File: config.mk
export PLATFORM = sky130hd
export DESIGN_NAME = sprite_frame_reader
export DESIGN_NICKNAME = d
export VERILOG_FILES = /design/src/rtl/sprite_frame_reader.sv
export SDC_FILE = /design/constraint.sdc
export NUM_CORES = 1
export LEC_CHECK = 0
export CELL_PAD_IN_SITES_DETAIL_PLACEMENT = 1
export CELL_PAD_IN_SITES_GLOBAL_PLACEMENT = 1
export CORE_MARGIN = 4
export CORE_UTILIZATION = 40
export CTS_CLUSTER_DIAMETER = 50
export DETAILED_ROUTE_END_ITERATION = 10
export GPL_ROUTABILITY_DRIVEN = 0
export PLACE_DENSITY = 0.79
export SLEW_MARGIN = 20
export SYNTH_ARGS = -nofsm -noshare
export SYNTH_HDL_FRONTEND = slang
export SYNTH_SLANG_ARGS = --single-unit
File: constraint.sdc
create_clock -name i_clk -period 3.3 [get_ports i_clk]
set_input_delay 0.33 -clock i_clk [delete_from_list [all_inputs] [get_ports i_clk]]
set_output_delay 0.33 -clock i_clk [all_outputs]
set_load 0.02 [all_outputs]
File: src/rtl/sprite_frame_reader.sv
// rtl/sprite_frame_reader.sv - sprite sheet frame fetcher feeding a valid/ready pixel stream
// Absorbs the 1-cycle RAM read latency with credit-limited issue into a 2-entry output FIFO.
module sprite_frame_reader #(
  parameter int ADDR_W     = 18,
  parameter int DATA_W     = 4,
  parameter int FRAME_W    = 32,
  parameter int FRAME_H    = 32,
  parameter int SHEET_W    = 800,
  parameter int NUM_FRAMES = 25,
  parameter int TRANSP     = 0,
  localparam int XW = (FRAME_W > 1) ? $clog2(FRAME_W) : 1,
  localparam int YW = (FRAME_H > 1) ? $clog2(FRAME_H) : 1
) (
  input  logic              i_clk,
  input  logic              i_reset,
  input  logic              i_start,
  input  logic [5:0]        i_frame_idx,
  input  logic              i_hflip,
  output logic              o_busy,
  output logic              o_done,
  output logic [ADDR_W-1:0] o_read_address,
  input  logic [DATA_W-1:0] i_ram_data,
  output logic [DATA_W-1:0] o_pix_data,
  output logic [XW-1:0]     o_pix_x,
  output logic [YW-1:0]     o_pix_y,
  output logic              o_pix_opaque,
  output logic              o_pix_valid,
  input  logic              i_pix_ready
);

  typedef enum logic [1:0] {S_IDLE, S_FETCH, S_DRAIN} state_t;

  localparam logic [5:0]        LAST_F   = 6'(NUM_FRAMES - 1);
  localparam logic [XW-1:0]     COL_LAST = XW'(FRAME_W - 1);
  localparam logic [YW-1:0]     ROW_LAST = YW'(FRAME_H - 1);
  localparam logic [ADDR_W-1:0] SHEET    = ADDR_W'(SHEET_W);
  localparam logic [DATA_W-1:0] TRANSP_V = DATA_W'(TRANSP);

  state_t              r_state;
  logic                r_busy, r_done, r_hflip, r_inflight;
  logic [ADDR_W-1:0]   r_addr, r_base, r_row_off;
  logic [XW-1:0]       r_col, r_tag_x, r_h_x, r_t_x;
  logic [YW-1:0]       r_row, r_tag_y, r_h_y, r_t_y;
  logic [1:0]          r_count;
  logic [DATA_W-1:0]   r_h_data, r_t_data;

  logic                w_pop, w_issue, w_accept, w_col_wrap, w_last_issue, w_last_pop;
  logic [2:0]          w_occ;
  logic [5:0]          w_frame;
  logic [XW-1:0]       w_nxt_col;
  logic [ADDR_W-1:0]   w_nxt_row_off, w_nxt_addr, w_base, w_start_addr;

  assign w_pop        = (r_count != 2'd0) && i_pix_ready;
  // Occupancy after this edge's push/pop; issuing is allowed only if it stays below 2.
  assign w_occ        = 3'(r_count) + 3'(r_inflight) - 3'(w_pop);
  assign w_issue      = (r_state == S_FETCH) && (w_occ < 3'd2);
  assign w_accept     = i_start && !r_busy && !r_done;
  assign w_col_wrap   = (r_col == COL_LAST);
  assign w_last_issue = w_col_wrap && (r_row == ROW_LAST);
  assign w_last_pop   = (r_state == S_DRAIN) && w_pop && (r_count == 2'd1) && !r_inflight;

  assign w_frame       = (i_frame_idx > LAST_F) ? LAST_F : i_frame_idx;
  assign w_base        = ADDR_W'(w_frame) * ADDR_W'(FRAME_W);
  assign w_start_addr  = w_base + ADDR_W'(i_hflip ? COL_LAST : '0);
  assign w_nxt_col     = w_col_wrap ? '0 : r_col + 1'b1;
  assign w_nxt_row_off = w_col_wrap ? r_row_off + SHEET : r_row_off;
  assign w_nxt_addr    = w_nxt_row_off + r_base + ADDR_W'(r_hflip ? COL_LAST - w_nxt_col : w_nxt_col);

  always_ff @(posedge i_clk or posedge i_reset) begin
    if (i_reset) begin
      r_state    <= S_IDLE;
      r_busy     <= 1'b0;
      r_done     <= 1'b0;
      r_hflip    <= 1'b0;
      r_inflight <= 1'b0;
      r_addr     <= '0;
      r_base     <= '0;
      r_row_off  <= '0;
      r_col      <= '0;
      r_row      <= '0;
      r_tag_x    <= '0;
      r_tag_y    <= '0;
      r_count    <= 2'd0;
      r_h_data   <= '0;
      r_h_x      <= '0;
      r_h_y      <= '0;
      r_t_data   <= '0;
      r_t_x      <= '0;
      r_t_y      <= '0;
    end else begin
      r_done     <= 1'b0;
      r_inflight <= w_issue;
      if (w_issue) begin
        r_tag_x <= r_col;
        r_tag_y <= r_row;
      end

      // RAM data is valid in the cycle after an issue; tags carry the logical position.
      case (r_count)
        2'd0: begin
          if (r_inflight) begin
            r_h_data <= i_ram_data;
            r_h_x    <= r_tag_x;
            r_h_y    <= r_tag_y;
            r_count  <= 2'd1;
          end
        end
        2'd1: begin
          if (r_inflight && w_pop) begin
            r_h_data <= i_ram_data;
            r_h_x    <= r_tag_x;
            r_h_y    <= r_tag_y;
          end else if (r_inflight) begin
            r_t_data <= i_ram_data;
            r_t_x    <= r_tag_x;
            r_t_y    <= r_tag_y;
            r_count  <= 2'd2;
          end else if (w_pop) begin
            r_count  <= 2'd0;
          end
        end
        default: begin
          if (w_pop) begin
            r_h_data <= r_t_data;
            r_h_x    <= r_t_x;
            r_h_y    <= r_t_y;
            r_count  <= 2'd1;
          end
        end
      endcase

      case (r_state)
        S_IDLE: begin
          if (w_accept) begin
            r_state   <= S_FETCH;
            r_busy    <= 1'b1;
            r_hflip   <= i_hflip;
            r_base    <= w_base;
            r_row_off <= '0;
            r_col     <= '0;
            r_row     <= '0;
            r_addr    <= w_start_addr;
          end
        end
        S_FETCH: begin
          if (w_issue) begin
            r_col     <= w_nxt_col;
            r_row_off <= w_nxt_row_off;
            if (w_col_wrap) r_row <= r_row + 1'b1;
            if (w_last_issue) r_state <= S_DRAIN;
            else              r_addr  <= w_nxt_addr;
          end
        end
        S_DRAIN: begin
          if (w_last_pop) begin
            r_state <= S_IDLE;
            r_busy  <= 1'b0;
            r_done  <= 1'b1;
          end
        end
        default: r_state <= S_IDLE;
      endcase
    end
  end

  assign o_busy         = r_busy;
  assign o_done         = r_done;
  assign o_read_address = r_addr;
  assign o_pix_valid    = (r_count != 2'd0);
  assign o_pix_data     = r_h_data;
  assign o_pix_x        = r_h_x;
  assign o_pix_y        = r_h_y;
  assign o_pix_opaque   = (r_count != 2'd0) && (r_h_data != TRANSP_V);

endmodule

==> out/metrics.csv <==
stage,metric,value,unit
setup_path,cp_common_cell,buf_4,
clock_network,cts.sink_count,93,
sta,finalMaxSlewViolations,0,
setup_path,r2r_slack,-2,ps
setup_path,cp_max_fo,7,
setup_path,crit_start,r_col[1]$_DFFE_PP0P_,
final_layout,area_growth,25.35,%
setup_path,cp-start-kind,flop,
floorplanning,die_h,117.3,um
route,drc_errors,0,
logic_synthesis,synth_nets,521,
floorplanning,dieArea,13760,um2
setup_path,cp_cell_sequence,"ha_2, and3_4, ha_4, inv_2, buf_4, a21oi_2, xor2_1, ha_1, nand4_1, nor2_2, a211oi_4, buf_4, nor3_1, nor4_2, xnor2_1, a22o_1",
final_layout,drive_gt1_share,14.72,%
floorplanning,fp-row-count,39,
route,dr_total_vias,3878,
clock_network,cts-buffers-inserted,9,
sta,max_freq,302.8,MHz
logic_synthesis,synthArstFlopShare,100.0,%
sta,min_period,3302,ps
status,violations,negative setup slack,
logic_synthesis,ys.warnings.count,0,
route,wl_per_cell,17.67,um
setup_path,timing.rr.start,r_col[1]$_DFFE_PP0P_,
setup_path,worst_path_max_delay_cell,dfrtp_1,
clock_network,insertion_delay,350,ps
route,drt_iter0_drc,244,
final_layout,layout.nets,589,
min_path,hp-class,in2async,
final_layout,fill_cells,1306,
clock_network,ctsLongestPathBuffers,2,
logic_synthesis,ys_ff_latch,93,
logic_synthesis,seq_area_frac_synth,48.70,%
final_layout,n_antenna_cell,0,
sta,fin_setup_tns,-2.309,ps
logic_synthesis,synth-main-ff-cell,dfrtp_1,
setup_path,rr_worst_depth,16,
setup_path,worstPathArrival,3540,ps
setup_path,timing.rr.end,o_read_address[13]$_DFFE_PP0P_,
global_routing,antenna_found_initial,0,
floorplanning,die_x,117.3,um
logic_synthesis,synth_edf_count,0,
route,dr.pass1.iters,6,
route,routed_wirelength,12.49,mm
setup_path,worstSetupPathType,reg2reg,
clock_network,root_buffer,clkbuf_16,
global_routing,grt_pass1_wl,20.67,mm
final_layout,final_cell_area,5989,um2
global_routing,grt_overflow_total,0,
power,peakVddDrop,0.0003140,V
final_layout,multi_input_area,2409,um2
power,power_density,850.1,nW/um2
setup_path,crit_required,3540,ps
sta,fin_crit_sh,100.1,%
clock_network,htree_levels,3,
setup_path,cpPeakStageDelay,360,ps
setup_path,cp-end-kind,flop,
logic_synthesis,syn_area,4778,um2
route,antenna_left,0,
logic_synthesis,avgSynthCellArea,9.732,um2
sta,tightest_slew,964.0,ps
logic_synthesis,syn_inst,491,
sta,fin_skew,10.22,ps
global_routing,grt.total_usage,19.22,%
floorplanning,initial_core_util,41.32,%
status,status,"finished, violations left",
placement,dp_hpwl,8.875,mm
placement,io_buffers,50,
sta,relSlewSlack,35.74,%
job,drv_cap,0,
placement,placed_cell_area,5565,um2
floorplanning,coreArea,11560,um2
sta,worst_slack,-2.309,ps
floorplanning,ios,51,
power,p_leak,2.794,nW
clock_network,cts_tree,built,
global_routing,grt_max_degree,46,
sta,hold_violations,0,
global_routing,grt_pass1_vias,4175,
clock_network,clk_pin_slew,70,ps
route,viasPerCell,5.485,
setup_path,endpoint,o_read_address[13]$_DFFE_PP0P_,
sta,finalSetupViolations,1,
final_layout,seq_area,2327,um2
logic_synthesis,synth_cell_types,53,
[worst min-delay path by stage]
| stage | start | end | slack, ps | cells after the start |
|---|---|---|---|---|
| final | i_reset | r_row_off[12]$_DFFE_PP0P_ | 440 | 2 |
| after global routing | o_read_address[4]$_DFFE_PP0P_ | o_read_address[4]$_DFFE_PP0P_ | 500 | 1 |
| after CTS | i_reset | r_row_off[12]$_DFFE_PP0P_ | 480 | 2 |
| after detailed placement | o_read_address[5]$_DFFE_PP0P_ | o_read_address[5]$_DFFE_PP0P_ | 470 | 2 |
| after global placement | o_pix_x[0]$_DFFE_PP0P_ | o_pix_x[0]$_DFFE_PP0P_ | 460 | 2 |
| after floorplan | i_hflip | r_hflip$_DFFE_PP0P_ | 440 | 2 |
[metrics by stage]
stage | setup WS [ps] | utilization, % | cells | power, mW | hold slack (ps)
global route | -155.1 | 51.79 | 707 | 5.475 | 504.7
finish | -2.309 | 51.79 | 707 | 5.091 | 438.3
floorplan | 8.755 | - | 491 | 3.086 | 435.4
detailed placement | -92.21 | 48.12 | 684 | 4.003 | 473.1
CTS | 56.92 | 50.94 | 701 | 5.117 | 475.5
global placement | 20.62 | 48.12 | 684 | 3.877 | 460.2
[synth_stat cells (all sizes together), types with 2 or more instances]
cell,count,area [um2]
mux2,19,221.5
xnor2,15,131.4
clkbuf,16,60.06
nor2b,4,25.02
nor2,25,93.84
inv,11,41.29
nand4,4,25.02
xor2,16,140.1
o22ai,2,12.51
buf,6,25.02
o21ai,49,245.2
a22o,9,78.83
and3,6,38.79
mux2i,15,150.1
a31oi,3,18.77
nand2,93,349.1
nand2b,5,31.28
nor3,6,35.03
or3,3,18.77
nor4,6,43.79
o31ai,2,15.01
o211a,2,20.02
ha,14,175.2
nand3,17,85.08
a211oi,5,47.54
and2,3,18.77
a21oi,18,90.09
dfrtp,93,2327
a21o,8,61.31
[registers in the layout (all words and copies together) (netlist names), 5 cells and up]
register        count
r_tag_x             5
r_tag_y             5
r_t_y               5
r_row_off          13
o_pix_y             5
r_row               5
r_t_x               5
r_base              6
o_read_address     18
r_col               5
o_pix_x             5
[area by class of cell]
class | instances | share of cell area, %
inverter | 11 | 0.7103
multi-input combinational | 365 | 40.21
clock buffer | 12 | 4.115
clock inverter | 4 | 0.9192
timing repair buffer | 79 | 12.20
tap | 143 | 2.987
sequential | 93 | 38.86
[report_power, final]
group          leakage, nW  switching [mW]  internal [mW]
combinational         1.43            1.38          0.946
clock                0.144           0.459          0.615
sequential            1.22           0.235           1.46
total                 2.79            2.07           3.02
[kinds of logic after synthesis]
logic type,after synthesis,share of synthesized area [%]
xor gates and xnor gates,31,5.682
DFF,93,48.70
adders and majority gates,15,4.085
AOI/OAI and AO/OA,106,13.80
muxes,34,7.777
buffers and inverters,33,2.645
other,1,0.07848
and+or+nand+nor,178,17.23
[placed cells by master, fill, tap and decap left out, types with 2 or more instances in the layout]
cell type / count
a211oi_1: 2
a211oi_2: 2
a21o_1: 7
a21oi_1: 17
a22o_1: 9
a31oi_1: 3
and2_1: 3
and3_1: 5
buf_4: 28
clkbuf_1: 2
clkbuf_16: 9
clkdlybuf4s50_1: 50
dfrtp_1: 93
ha_1: 11
ha_4: 2
inv_1: 8
inv_2: 2
inv_6: 2
mux2_2: 17
mux2_4: 2
mux2i_1: 15
nand2_1: 93
nand2b_1: 5
nand3_1: 17
nand4_1: 4
nor2_1: 24
nor2b_1: 4
nor3_1: 5
nor4_1: 5
o211a_1: 2
o21ai_0: 48
o31ai_1: 2
or3_1: 3
xnor2_1: 13
xnor2_2: 2
xor2_1: 16
[what timing repair did]
| item | CTS | global route |
|---|---|---|
| hold buffers | 0 | 0 |
| pin swaps | 0 | 11 |
| gates cloned | 0 | 0 |
| setup buffers | 1 | 6 |
| resized for setup | 3 | 9 |
| endpoints found under the setup margin | 3 | 5 |
[metal layers]
layer	track usage, %	share of wire [%]
met5	0	0
met4	5.734	1.6
met3	4.113	3.2
met2	33.30	52
met1	24.10	43
[worst max-delay path, delay by kind of cell, from the launching register on]
family / cells / cell delay [ps]
fa+ha+maj: 3 / 680
flops: 1 / 360
buf+inv: 3 / 360
compound gates: 3 / 560
simple gates: 5 / 830
xor+xnor: 2 / 390
Note: power is estimated with default switching activity, not from simulation.
